===== src/rtl/serial_mac_ctrl_pkg.sv =====
// Shared types and helpers for the serial multiply-accumulate controller.
//   state_t    : controller FSM states
//   sat_sel_t  : saturation decision (overflow flag + clip direction)
//   sat_add    : classifies a sum carried one bit wider than its target width
//   widths_ok  : elaboration-time consistency check of the width parameters
package serial_mac_ctrl_pkg;

    typedef enum logic [2:0] {
        IDLE  = 3'd0,
        ISSUE = 3'd1,
        WAIT  = 3'd2,
        ACC   = 3'd3,
        OUT   = 3'd4
    } state_t;

    typedef struct packed {
        logic ovf;
        logic neg;
    } sat_sel_t;

    localparam int MIN_OPERAND_W = 1;

    // The product must hold either operand and the accumulator must hold the product.
    function automatic bit widths_ok(input int a_w, input int b_w, input int res_w, input int acc_w);
        return (a_w >= MIN_OPERAND_W) && (b_w >= MIN_OPERAND_W) &&
               (res_w >= a_w) && (res_w >= b_w) && (acc_w >= res_w);
    endfunction

    // For a W+1 bit two's-complement sum, the top two bits differ exactly when the
    // true result does not fit in W bits; the top bit then gives the clip direction.
    function automatic sat_sel_t sat_add(input logic top, input logic msb);
        sat_sel_t sel;
        sel.ovf = top ^ msb;
        sel.neg = top;
        return sel;
    endfunction

endpackage


===== src/rtl/serial_mac_ctrl_if.sv =====
// Operand-pair input stream and accumulated-sum output stream of serial_mac_ctrl.
//   s_valid/s_ready/s_a/s_b/s_last : operand pair stream into the controller
//   m_valid/m_ready/m_acc/m_ovf    : saturated sum stream out of the controller
//   master modport: the producer/consumer around the controller
//   slave  modport: the controller itself
interface serial_mac_ctrl_if #(
    parameter int N_BITS_A = 8,
    parameter int N_BITS_B = 8,
    parameter int ACC_W    = 24
);
    logic                s_valid;
    logic                s_ready;
    logic [N_BITS_A-1:0] s_a;
    logic [N_BITS_B-1:0] s_b;
    logic                s_last;
    logic                m_valid;
    logic                m_ready;
    logic [ACC_W-1:0]    m_acc;
    logic                m_ovf;

    modport master (
        output s_valid, s_a, s_b, s_last, m_ready,
        input  s_ready, m_valid, m_acc, m_ovf
    );

    modport slave (
        input  s_valid, s_a, s_b, s_last, m_ready,
        output s_ready, m_valid, m_acc, m_ovf
    );
endinterface


===== src/rtl/serial_mac_ctrl_sat_adder.sv =====
// Saturating two's-complement adder (the sat_adder stage of the MAC controller).
//   i_a, i_b : W-bit signed addends
//   o_sum    : sum clipped to [-2^(W-1), 2^(W-1)-1]
//   o_ovf    : high when clipping took place
module serial_mac_ctrl_sat_adder
    import serial_mac_ctrl_pkg::*;
#(
    parameter int W = 24
) (
    input  logic [W-1:0] i_a,
    input  logic [W-1:0] i_b,
    output logic [W-1:0] o_sum,
    output logic         o_ovf
);
    logic [W:0] w_wide;
    sat_sel_t   w_sel;

    // Add one bit wide so the wrap is visible, then clip toward the overflow direction.
    always_comb begin
        w_wide = {i_a[W-1], i_a} + {i_b[W-1], i_b};
        w_sel  = sat_add(w_wide[W], w_wide[W-1]);
        if (w_sel.ovf) begin
            if (w_sel.neg) begin
                o_sum = {1'b1, {(W-1){1'b0}}};
            end else begin
                o_sum = {1'b0, {(W-1){1'b1}}};
            end
        end else begin
            o_sum = w_wide[W-1:0];
        end
        o_ovf = w_sel.ovf;
    end
endmodule


===== src/rtl/serial_mac_ctrl.sv =====
// Serial MAC controller: takes operand pairs from a valid/ready stream, hands each pair
// to an external serial multiplier, and accumulates the sign-extended products with
// saturation. The pair tagged last closes the sum, which is then offered downstream.
//   clk, reset         : rising-edge clock, asynchronous active-high reset
//   bus (slave)        : operand pair input stream and sum output stream
//   o_mul_start        : one-cycle start pulse to the multiplier
//   o_mul_a, o_mul_b   : registered operands to the multiplier
//   i_mul_data_ready   : multiplier done/idle (sampled from the first cycle after start)
//   i_mul_result       : multiplier product
module serial_mac_ctrl
    import serial_mac_ctrl_pkg::*;
#(
    parameter int N_BITS_A      = 8,
    parameter int N_BITS_B      = 8,
    parameter int N_BITS_RESULT = 16,
    parameter int ACC_W         = 24
) (
    input  logic                     clk,
    input  logic                     reset,
    serial_mac_ctrl_if.slave         bus,
    output logic                     o_mul_start,
    output logic [N_BITS_A-1:0]      o_mul_a,
    output logic [N_BITS_B-1:0]      o_mul_b,
    input  logic                     i_mul_data_ready,
    input  logic [N_BITS_RESULT-1:0] i_mul_result
);
    if (!widths_ok(N_BITS_A, N_BITS_B, N_BITS_RESULT, ACC_W)) begin : g_width_error
        $error("serial_mac_ctrl: inconsistent width parameters");
    end

    state_t                   r_state;
    state_t                   w_next;
    logic                     r_s_ready;
    logic                     r_mul_start;
    logic                     r_m_valid;
    logic                     r_last;
    logic                     r_ovf;
    logic                     r_m_ovf;
    logic [N_BITS_A-1:0]      r_mul_a;
    logic [N_BITS_B-1:0]      r_mul_b;
    logic [N_BITS_RESULT-1:0] r_prod;
    logic [ACC_W-1:0]         r_acc;
    logic [ACC_W-1:0]         r_m_acc;
    logic                     w_accept;
    logic                     w_add_ovf;
    logic [ACC_W-1:0]         w_prod_ext;
    logic [ACC_W-1:0]         w_sum;

    // s_ready is a registered copy of "state is IDLE", so it alone qualifies acceptance.
    assign w_accept   = r_s_ready & bus.s_valid;
    assign w_prod_ext = ACC_W'(signed'(r_prod));

    serial_mac_ctrl_sat_adder #(.W(ACC_W)) u_sat_adder (
        .i_a   (r_acc),
        .i_b   (w_prod_ext),
        .o_sum (w_sum),
        .o_ovf (w_add_ovf)
    );

    // Next-state decode.
    always_comb begin
        w_next = r_state;
        case (r_state)
            IDLE: begin
                if (w_accept) begin
                    w_next = ISSUE;
                end else begin
                    w_next = IDLE;
                end
            end
            ISSUE: w_next = WAIT;
            WAIT: begin
                if (i_mul_data_ready) begin
                    w_next = ACC;
                end else begin
                    w_next = WAIT;
                end
            end
            ACC: begin
                if (r_last) begin
                    w_next = OUT;
                end else begin
                    w_next = IDLE;
                end
            end
            OUT: begin
                if (bus.m_ready) begin
                    w_next = IDLE;
                end else begin
                    w_next = OUT;
                end
            end
            default: w_next = IDLE;
        endcase
    end

    // State register; handshake/control outputs are registered from the next state.
    always_ff @(posedge clk or posedge reset) begin
        if (reset) begin
            r_state     <= IDLE;
            r_s_ready   <= 1'b0;
            r_mul_start <= 1'b0;
            r_m_valid   <= 1'b0;
        end else begin
            r_state     <= w_next;
            r_s_ready   <= (w_next == IDLE);
            r_mul_start <= (w_next == ISSUE);
            r_m_valid   <= (w_next == OUT);
        end
    end

    // Operand, product, accumulator and output-sum registers.
    always_ff @(posedge clk or posedge reset) begin
        if (reset) begin
            r_mul_a <= {N_BITS_A{1'b0}};
            r_mul_b <= {N_BITS_B{1'b0}};
            r_last  <= 1'b0;
            r_prod  <= {N_BITS_RESULT{1'b0}};
            r_acc   <= {ACC_W{1'b0}};
            r_ovf   <= 1'b0;
            r_m_acc <= {ACC_W{1'b0}};
            r_m_ovf <= 1'b0;
        end else begin
            if (w_accept) begin
                r_mul_a <= bus.s_a;
                r_mul_b <= bus.s_b;
                r_last  <= bus.s_last;
            end
            if ((r_state == WAIT) && i_mul_data_ready) begin
                r_prod <= i_mul_result;
            end
            if (r_state == ACC) begin
                r_acc <= w_sum;
                r_ovf <= r_ovf | w_add_ovf;
                // The closing sum is copied out here so it stays frozen during back-pressure.
                if (r_last) begin
                    r_m_acc <= w_sum;
                    r_m_ovf <= r_ovf | w_add_ovf;
                end
            end
            if ((r_state == OUT) && bus.m_ready) begin
                r_acc <= {ACC_W{1'b0}};
                r_ovf <= 1'b0;
            end
        end
    end

    assign bus.s_ready = r_s_ready;
    assign bus.m_valid = r_m_valid;
    assign bus.m_acc   = r_m_acc;
    assign bus.m_ovf   = r_m_ovf;
    assign o_mul_start = r_mul_start;
    assign o_mul_a     = r_mul_a;
    assign o_mul_b     = r_mul_b;
endmodule


===== src/flat_wrapper.sv =====
// flat-port wrapper written by rule: the top's interface ports become plain ports
module serial_mac_ctrl_flat import serial_mac_ctrl_pkg::*;
#(
    parameter int N_BITS_A      = 8,
    parameter int N_BITS_B      = 8,
    parameter int N_BITS_RESULT = 16,
    parameter int ACC_W         = 24
)
  (clk, reset, o_mul_start, o_mul_a, o_mul_b, i_mul_data_ready, i_mul_result, bus_s_valid, bus_s_a, bus_s_b, bus_s_last, bus_m_ready, bus_s_ready, bus_m_valid, bus_m_acc, bus_m_ovf);
  serial_mac_ctrl_if #(.N_BITS_A(N_BITS_A), .N_BITS_B(N_BITS_B), .ACC_W(ACC_W)) bus_i ();
  input  logic clk;
  input  logic reset;
  output logic o_mul_start;
  output logic [N_BITS_A-1:0] o_mul_a;
  output logic [N_BITS_B-1:0] o_mul_b;
  input  logic i_mul_data_ready;
  input  logic [N_BITS_RESULT-1:0] i_mul_result;
  input wire logic [$bits(bus_i.s_valid)-1:0] bus_s_valid;
  input wire logic [$bits(bus_i.s_a)-1:0] bus_s_a;
  input wire logic [$bits(bus_i.s_b)-1:0] bus_s_b;
  input wire logic [$bits(bus_i.s_last)-1:0] bus_s_last;
  input wire logic [$bits(bus_i.m_ready)-1:0] bus_m_ready;
  output wire logic [$bits(bus_i.s_ready)-1:0] bus_s_ready;
  output wire logic [$bits(bus_i.m_valid)-1:0] bus_m_valid;
  output wire logic [$bits(bus_i.m_acc)-1:0] bus_m_acc;
  output wire logic [$bits(bus_i.m_ovf)-1:0] bus_m_ovf;
  assign bus_i.s_valid = bus_s_valid;
  assign bus_i.s_a = bus_s_a;
  assign bus_i.s_b = bus_s_b;
  assign bus_i.s_last = bus_s_last;
  assign bus_i.m_ready = bus_m_ready;
  assign bus_s_ready = bus_i.s_ready;
  assign bus_m_valid = bus_i.m_valid;
  assign bus_m_acc = bus_i.m_acc;
  assign bus_m_ovf = bus_i.m_ovf;
  serial_mac_ctrl #(.N_BITS_A(N_BITS_A), .N_BITS_B(N_BITS_B), .N_BITS_RESULT(N_BITS_RESULT), .ACC_W(ACC_W)) u_core (.clk(clk), .reset(reset), .bus(bus_i), .o_mul_start(o_mul_start), .o_mul_a(o_mul_a), .o_mul_b(o_mul_b), .i_mul_data_ready(i_mul_data_ready), .i_mul_result(i_mul_result));
endmodule

===== config.mk =====
export PLATFORM = sky130hd
export DESIGN_NAME = serial_mac_ctrl_flat
export DESIGN_NICKNAME = d
export VERILOG_FILES = /design/src/rtl/serial_mac_ctrl_pkg.sv /design/src/rtl/serial_mac_ctrl_if.sv /design/src/rtl/serial_mac_ctrl_sat_adder.sv /design/src/rtl/serial_mac_ctrl.sv /design/src/flat_wrapper.sv
export SDC_FILE = /design/constraint.sdc
export NUM_CORES = 1
export LEC_CHECK = 0
export BUFFER_PORTS_ARGS = -buffer_cell sky130_fd_sc_hd__buf_2
export CORE_ASPECT_RATIO = 2
export CORE_MARGIN = 2
export CORE_UTILIZATION = 30
export CTS_CLUSTER_DIAMETER = 200
export CTS_CLUSTER_SIZE = 16
export DETAILED_ROUTE_END_ITERATION = 10
export GPL_ROUTABILITY_DRIVEN = 0
export SYNTH_ARGS = -nofsm -noshare
export SYNTH_HDL_FRONTEND = slang
export SYNTH_HIERARCHICAL = 1
export SYNTH_SLANG_ARGS = --single-unit

===== constraint.sdc =====
create_clock -name clk -period 3.7 [get_ports clk]
set_clock_uncertainty 0.15 [all_clocks]
set_input_delay 0.925 -clock clk [delete_from_list [all_inputs] [get_ports clk]]
set_output_delay 0.925 -clock clk [all_outputs]
set_load 0.05 [all_outputs]

# ---- Word level (Yosys, flattened, before mapping)
# Index checks and enable logic that the tools add are counted.
dict set report op_classes {
  bitwise_logic 3
  n_mux 11
  eq_ne 6
  n_reduce_logical 6
  addsub 1
}
# op count
set op_table {}
lappend op_table {{$mux W24} 4}
lappend op_table {{$add A24 B16 Y25} 1}
lappend op_table {{$pmux W3 S5} 1}
lappend op_table {{$eq A3 B1 Y1 const B} 2}
lappend op_table {{$eq A3 B2 Y1 const B} 2}
lappend op_table {{$eq A3 B3 Y1 const B} 2}
lappend op_table {{$logic_not A3 Y1} 2}
lappend op_table {{$mux W3} 2}
lappend op_table {{$mux W1} 4}
lappend op_table {{$logic_and A1 B1 Y1} 2}
lappend op_table {{$reduce_and A2 Y1} 1}
lappend op_table {{$reduce_bool A2 Y1} 1}
lappend op_table {{$and A1 B1 Y1} 1}
lappend op_table {{$or A1 B1 Y1} 1}
lappend op_table {{$xor A1 B1 Y1} 1}
dict set report totals {
  wordCells 39
  in_bits 38
  output_inout_bits 44
  regBits 89
}

# ---- Depth between registers and ports, before layout
# Gate-level depths: netlist of the first run.
dict set report depth {
  depth_word 5
  ltp_mapped 13
  ltp_nobuf 12
}

# ---- Hierarchy
# Netlist of the first run, hierarchy kept.
# mod area_each_um2 cells_per_inst instances seq_area_each_um2
set by_module_without_submodules {}
lappend by_module_without_submodules {serial_mac_ctrl 3587.2 259 1 2227.1}
lappend by_module_without_submodules {serial_mac_ctrl_sat_adder 1809.2 266 1 0.0}

# ---- Worst setup path before layout of the first run
# OpenSTA, ideal clock, no wires.
dict set report synth_path {
  path_type {reg2reg}
  startpoint {reg u_core.r_acc[0]}
  endpoint {reg u_core.r_m_acc[14] (netlist: u_core/bus.m_acc[14])}
  required_time_ns 3.425
  arrival_time_ns 2.995
  setup_slack_ns 0.430
  n_path_buf 1
  setup_time_ns 0.125
  period_less_slack_ns 3.270
  stages_incl_launch_ff 13
  path_cell_list {dfrtp_1 > ha_1 > fa_1 > a211oi_2 > nor4b_2 > o31ai_2 > nand3_1 > a41o_1 > buf_4 > nor2_2 > o211ai_1 > o21a_1 > mux2_2}
}
dict set report synth_between {
  elab_chain_len 3
  word_cells_on_any_way 4
  classes_between {add/sub: 1; mux: 2; bitwise: 1}
}
# item line
set synth_rtl {}
lappend synth_rtl {{start, declared} serial_mac_ctrl.sv:42} ;# logic [ACC_W-1:0] r_acc;
lappend synth_rtl {{start signal, assigned} serial_mac_ctrl.sv:119} ;# r_acc <= {ACC_W{1'b0}};
lappend synth_rtl {{start signal, assigned} serial_mac_ctrl.sv:133} ;# r_acc <= w_sum;
lappend synth_rtl {{start signal, assigned} serial_mac_ctrl.sv:142} ;# r_acc <= {ACC_W{1'b0}};
lappend synth_rtl {{$add A24 B16 Y25 *} serial_mac_ctrl_sat_adder.sv:20} ;# w_wide = {i_a[W-1], i_a} + {i_b[W-1], i_b};
lappend synth_rtl {{$mux W24 or $xor A1 B1 Y1 (tied branches)} {serial_mac_ctrl_sat_adder.sv:23, serial_mac_ctrl_pkg.sv:33}}
lappend synth_rtl {{$mux W24 *} serial_mac_ctrl_sat_adder.sv:22} ;# if (w_sel.ovf) begin
lappend synth_rtl {{named net u_core.w_sum[14]} serial_mac_ctrl.sv:47} ;# logic [ACC_W-1:0] w_sum;
lappend synth_rtl {{end signal, assigned} serial_mac_ctrl.sv:121} ;# r_m_acc <= {ACC_W{1'b0}};
lappend synth_rtl {{end signal, assigned} serial_mac_ctrl.sv:137} ;# r_m_acc <= w_sum;
lappend synth_rtl {{end, declared} serial_mac_ctrl.sv:43} ;# logic [ACC_W-1:0] r_m_acc;
# The timed path passes the listed nets; every way through them passes the cells marked *.
# A chain may end at the register's enable or synchronous reset.

# ---- Final worst setup path of the first run
dict set report layout_path {
  startpoint {reg u_core.r_acc[3]}
  endpoint {reg u_core.r_acc[17]}
}
dict set report layout_between {
  elab_chain_len 5
  word_cells_on_any_way 6
  classes_between {add/sub: 1; mux: 4; bitwise: 1}
}
# item line
set layout_rtl {}
lappend layout_rtl {{$add A24 B16 Y25 *} serial_mac_ctrl_sat_adder.sv:20}
lappend layout_rtl {{$mux W24 or $xor A1 B1 Y1 (tied branches)} {serial_mac_ctrl_sat_adder.sv:23, serial_mac_ctrl_pkg.sv:33}}
lappend layout_rtl {{$mux W24 *} serial_mac_ctrl_sat_adder.sv:22}
lappend layout_rtl {{named net u_core.w_sum[17]} serial_mac_ctrl.sv:47}
lappend layout_rtl {{$mux W24 *} serial_mac_ctrl.sv:132} ;# if (r_state == ACC) begin
lappend layout_rtl {{$mux W24 *} serial_mac_ctrl.sv:141} ;# if ((r_state == OUT) && bus.m_ready) begin
# The timed path passes the listed nets; every way through them passes the cells marked *. The select of a mux whose other input is x is not followed.

==> impl_metrics.ini, run 1 <==
[routing]
wl_met2_um = 8870
dr_wl_met3_um = 389
met1_length_um = 4850
drtIter0Drc = 253
firstDrtPassIters = 4
final_antenna_net_count = 0
wl_per_cell_um = 18.2
routed-via-count = 4325
top_layer_used = met4
post-route-drc-count = 0
viasPerCell = 5.22
wirelength_um = 15100

[setup_path]
endpoint_kind = flip-flop
reg2reg_depth = 12
start_kind = flip-flop
crit_buf_inv = 1
slowest_delay_ns = 0.52
path_class = flip-flop to flip-flop
path_cells = ha_1, a21o_1, a21oi_2, nand3_1, a211o_1, a2111o_1, nor2_2, a21oi_1, a21oi_1, buf_4, nand2_1, a21oi_1
cp.depth = 12
cp_top_family = compound AO/OA/AOI/OAI gates
worstPathArrival_ns = 3.66
critical_path.slowest_cell = a2111o_1
cpMostUsedCell = a21oi_1
crit_required_ns = 3.83
crit_fanout = 9

[synthesis]
synth_fp_nets = 588
syn_area_um2 = 5400
synth-edff-count = 0
syn_inst = 525
synth_cell_types = 65
synthMuxAreaShare_pct = 13.6
ys_warn_count = 6
synth_seq_area_share_pct = 41.3
synth_top_family_by_area = simple AND/OR/NAND/NOR gates
postSynthAreaPerCell_um2 = 10.3
yosysTopAreaCell = dfrtp_1
yosysTopAreaCellShare_pct = 41.3
synthAdderAreaFrac_pct = 5.94
synthXorXnorAreaFrac_pct = 3.41
async_reset_ff_share_pct = 100
ys_ff_latch = 89
synth.area.top_cells = dfrtp_1, mux2_4, mux2_2
yosys.area_share.simple_pct = 16.8
synth-compound-area-share_pct = 15.1
synth_ff_type = dfrtp_1

[floorplanning]
num_rows = 69
start_util_pct = 30.5
die_h_um = 194
die_w_um = 98.8
coreArea_um2 = 17700
die-area_um2 = 19100
io-pin-count = 82

[clock_network]
cts_tree = done
cts_hold_buf = 0
clkSinkCount = 89
cts_buffers = 9
clockBufferDepth = 2
clkTransAtPathRegs_ns = 0.07
htreeDepth = 3
cts_root_buffer = clkbuf_16
clk_latency_ns = 0.36

[sta]
hold_viol = 0
period_share_pct = 95.2
min_period_ns = 3.52
finalSetupTns_ns = 0
report.final.slew_viol_count = 0
holdWs_ns = 0.330
worst_slew_pin_slew_ns = 1.07
setup_viol = 0
grt_setup_unrepaired = false
slew-limit-headroom_pct = 28.4
max_freq_mhz = 284

[global_route]
globalRouteOverflowTotal = 0
grt_pass1_vias = 4634
grt_pass1_wl_um = 24200
grt_start_max_net_pins = 52
antenna_found_initial = 0
track_usage_pct = 16.4

[cells_and_area]
multiInputGateArea_um2 = 3000
layout-drive-gt1-share_pct = 33.0
final_common_cell = dfrtp_1
fillers = 1795
nets = 674
final_cell_mix = dfrtp_1, buf_2, nand2_1, a21oi_1, mux2_2
area_growth_pct = 18.4
antenna_cells = 0
regArea_um2 = 2230

[worst_hold_path]
hold_path_class = flip-flop to flip-flop
hold_depth = 2

[placed_design]
hpwl_um = 11700
port_buffers = 81

[status]
status = complete, no violations

[job]
drv_cap = 0
==> repair_timing <==
item | in CTS | in global routing
pin swaps | 0 | 2
gates resized for setup | 2 | 5
setup buffers | 0 | 1
endpoints found under the setup margin | 3 | 41
==> cell usage after synthesis (6+ instances only) <==
cell type   n
a211oi_1    7
a21o_1      6
a21oi_1    49
buf_2       8
buf_4       6
dfrtp_1    89
ha_1       24
inv_1       6
mux2_2     32
mux2_4     25
nand2_1    82
nand3_1    10
nor2_1     30
nor3_1     13
o21ai_0    13
o21bai_1    6
o22ai_1     7
xnor2_1    13
xor2_1      8
==> cells by family after synthesis <==
| logic type | Yosys count |
|---|---|
| adders and majority gates | 25 |
| buffers and inverters | 32 |
| and+or+nand+nor | 177 |
| DFF | 89 |
| muxes | 57 |
| xor gates and xnor gates | 21 |
| AOI/OAI and AO/OA | 124 |
==> worst reg2reg max path, stage by stage (launching register included) <==
cell and delay, ns:
dfrtp_1 0.38, ha_1 0.36, a21o_1 0.21, a21oi_2 0.16, nand3_1 0.13, a211o_1 0.40
a2111o_1 0.53, nor2_2 0.41, a21oi_1 0.08, a21oi_1 0.26, buf_4 0.18, nand2_1 0.05
a21oi_1 0.16
==> layer usage <==
metal	vias to the layer above	global-route usage, %
met3	57	2.24
met4	0	11.4
met5	-	0
met1	2086	14.7
li1	2065	-
met2	117	32.1
==> metrics by stage <==
| stage | utilization [%] | cell area [µm²] | cells | setup WS (ns) |
|---|---|---|---|---|
| 3_5_place_dp | 34.1 | 6040 | 812 | 0.0311 |
| 5_1_grt | 36.1 | 6390 | 829 | 0.0144 |
| 6_report | 36.1 | 6390 | 829 | 0.176 |
| 2_1_floorplan | - | 5400 | 525 | 0.318 |
| 4_1_cts | 35.9 | 6350 | 828 | -0.00292 |
| 3_3_place_gp | 34.1 | 6040 | 812 | 0.112 |
==> registers in the layout, indices dropped and copies added, names as in the netlist <==
signal,flops
u_core/bus.m_ovf,1
u_core/r_state,3
u_core/r_acc,24
u_core/bus.m_valid,1
u_core/bus.m_acc,24
u_core/o_mul_start,1
u_core/r_last,1
u_core/bus.s_ready,1
u_core/o_mul_b,8
u_core/o_mul_a,8
u_core/r_ovf,1
u_core/r_prod,16
==> final timing paths <==
check / startpoint / slack, ns / endpoint
setup / recovery: u_core/r_acc[3] / 0.18 / u_core/r_acc[17]
hold / removal: u_core/bus.m_ovf / 0.33 / u_core/bus.m_ovf
setup reg to reg: u_core/r_acc[3] / 0.18 / u_core/r_acc[17]
hold reg to reg: u_core/bus.m_ovf / 0.33 / u_core/bus.m_ovf
max in group asynchronous: reset / 2.19 / u_core/r_acc[23]
min in group asynchronous: reset / 0.50 / u_core/bus.m_acc[10]
==> cell type report <==
class                   instances  area share, %
multi-input cells             404           47.0
inverters                       7          0.431
well taps                     213           4.17
flip-flops and latches         89           34.9
clock inverters                 5          0.979
repair buffers                100           8.77
clock buffers                  11           3.80
Power of run 1 is not shown: default switching activity piles up to over one toggle a cycle in this logic, so the estimate is an artifact.
==> run 2, diff against run 1 <==
ABC_AREA = 1   (was not set)
CORE_UTILIZATION = 50   (was 30)
PLACE_DENSITY = 0.71   (was not set)
==> impl_metrics.ini, run 2 <==
[status]
status = complete, no violations

[sta]
hold_viol = 0
finalSetupTns_ns = 0
period_share_pct = 81.1
max_freq_mhz = 333
grt_setup_unrepaired = false
worst_slew_pin_slew_ns = 0.787
report.final.slew_viol_count = 0
slew-limit-headroom_pct = 47.5
min_period_ns = 3.00
setup_viol = 0

[setup_path]
path_class = flip-flop to flip-flop
crit_required_ns = 3.79
endpoint_kind = flip-flop
start_kind = flip-flop
crit_fanout = 24
worstPathArrival_ns = 3.09

[synthesis]
synth-edff-count = 0
synth_cell_types = 36
async_reset_ff_share_pct = 100
syn_inst = 718
syn_area_um2 = 5590
synth-compound-area-share_pct = 11.0
synth_top_family_by_area = simple AND/OR/NAND/NOR gates
yosysTopAreaCell = dfrtp_1
synthMuxAreaShare_pct = 0
synth_ff_type = dfrtp_1
synthAdderAreaFrac_pct = 5.73
ys_top_cells_by_count = nand2_1, dfrtp_1, inv_1
ys_warn_count = 6
yosysTopAreaCellShare_pct = 39.9
postSynthAreaPerCell_um2 = 7.78
post-synth-top-count-cell = nand2_1
yosys.area_share.simple_pct = 32.0
synthXorXnorAreaFrac_pct = 2.35
synth_seq_area_share_pct = 39.9
synth_fp_nets = 781
ys_ff_latch = 89
synth.area.top_cells = dfrtp_1, nand2_1, inv_1

[global_route]
globalRouteOverflowTotal = 0
track_usage_pct = 24.6
grt_pass1_wl_um = 23000
grt_start_max_net_pins = 48
grt_pass1_vias = 5085
antenna_found_initial = 0

[floorplanning]
start_util_pct = 51.4
io-pin-count = 82
die_w_um = 78.7
die_h_um = 153
die-area_um2 = 12100
coreArea_um2 = 10900
num_rows = 54

[routing]
firstDrtPassIters = 8
routed-via-count = 5010
final_antenna_net_count = 0
viasPerCell = 5.34
wirelength_um = 14200
drtIter0Drc = 312
wl_per_cell_um = 15.1
post-route-drc-count = 0

[job]
drv_cap = 0

[cells_and_area]
final_common_cell = nand2_1
area_growth_pct = 13.9
nets = 856
fin_cells = 938
antenna_cells = 0
final_cell_mix = nand2_1, dfrtp_1, buf_2, inv_1
fillers = 973
layout-drive-gt1-share_pct = 22.9

[clock_network]
clk_latency_ns = 0.35
cts_buffers = 9
cts.repair.resized = 0
cts_tree = done
clockBufferDepth = 2
post_cts_buffers = 0
cts_root_buffer = clkbuf_16
clkSinkCount = 89
htreeDepth = 3
cts_hold_buf = 0
clkTransAtPathRegs_ns = 0.07

[worst_hold_path]
hold_path_class = flip-flop to flip-flop

[placed_design]
place_inst = 922
port_buffers = 81
hpwl_um = 10600
==> run 2: worst paths after layout <==
path | start | endpoint | slack [ns] | cells after the start
max in group asynchronous | reset | u_core/r_prod[15] | 2.16 | 3
worst min-delay path | u_core/bus.m_acc[17] | u_core/bus.m_acc[17] | 0.33 | 2
worst max-delay path | u_core/r_prod[15] | u_core/r_ovf | 0.70 | 14
worst max register to register | u_core/r_prod[15] | u_core/r_ovf | 0.70 | 14
min in group asynchronous | reset | u_core/o_mul_b[4] | 0.55 | 2
worst min register to register | u_core/bus.m_acc[17] | u_core/bus.m_acc[17] | 0.33 | 2
==> run 2: cell type report <==
| cell class | instances | area, µm² | share of cell area [%] |
|---|---|---|---|
| multi-input combinational | 525 | 2860 | 44.9 |
| clock inverter | 7 | 129 | 2.03 |
| clock buffer | 9 | 225 | 3.54 |
| tap | 140 | 175 | 2.75 |
| timing repair buffer | 82 | 425 | 6.69 |
| sequential | 89 | 2230 | 35.0 |
| inverter | 86 | 327 | 5.13 |
==> run 2: kinds of logic after synthesis <==
family | count (synthesis)
xor gates and xnor gates | 15
DFF | 89
adders and majority gates | 25
AOI/OAI and AO/OA | 95
buffers and inverters | 104
and+or+nand+nor | 390
==> run 2: per-layer routing <==
metal	share of wire (%)	global-route usage, %	vias to the layer above
met4	5.5	16.3	0
met5	0	0	-
met2	55	45.0	199
met3	4.9	4.49	59
met1	35	24.3	2315
li1	-	-	2437
==> run 2: critical path, cell delays in order, from the launching register on <==
cell	delay [ns]
dfrtp_1	0.51
ha_1	0.39
a21oi_1	0.30
nand2_1	0.14
inv_1	0.08
nand2_1	0.06
nand2_1	0.11
nand3_2	0.11
nand2_1	0.09
nand2_1	0.11
nand2_4	0.31
nand2_1	0.09
or2_2	0.31
nand2_1	0.07
nor2_1	0.05
==> run 2: metrics by stage <==
step           hold WS (ns)  utilization [%]  worst slack [ns]  area [µm²]
3_5_place_dp          0.311             55.2             0.752        6010
6_report              0.325             58.5             0.700        6360
2_1_floorplan         0.307                -             0.318        5590
3_3_place_gp          0.310             55.2             0.845        6010
5_1_grt               0.341             58.5             0.545        6360
4_1_cts               0.328             58.5             0.733        6360
Power of run 2 is left out for the same reason.
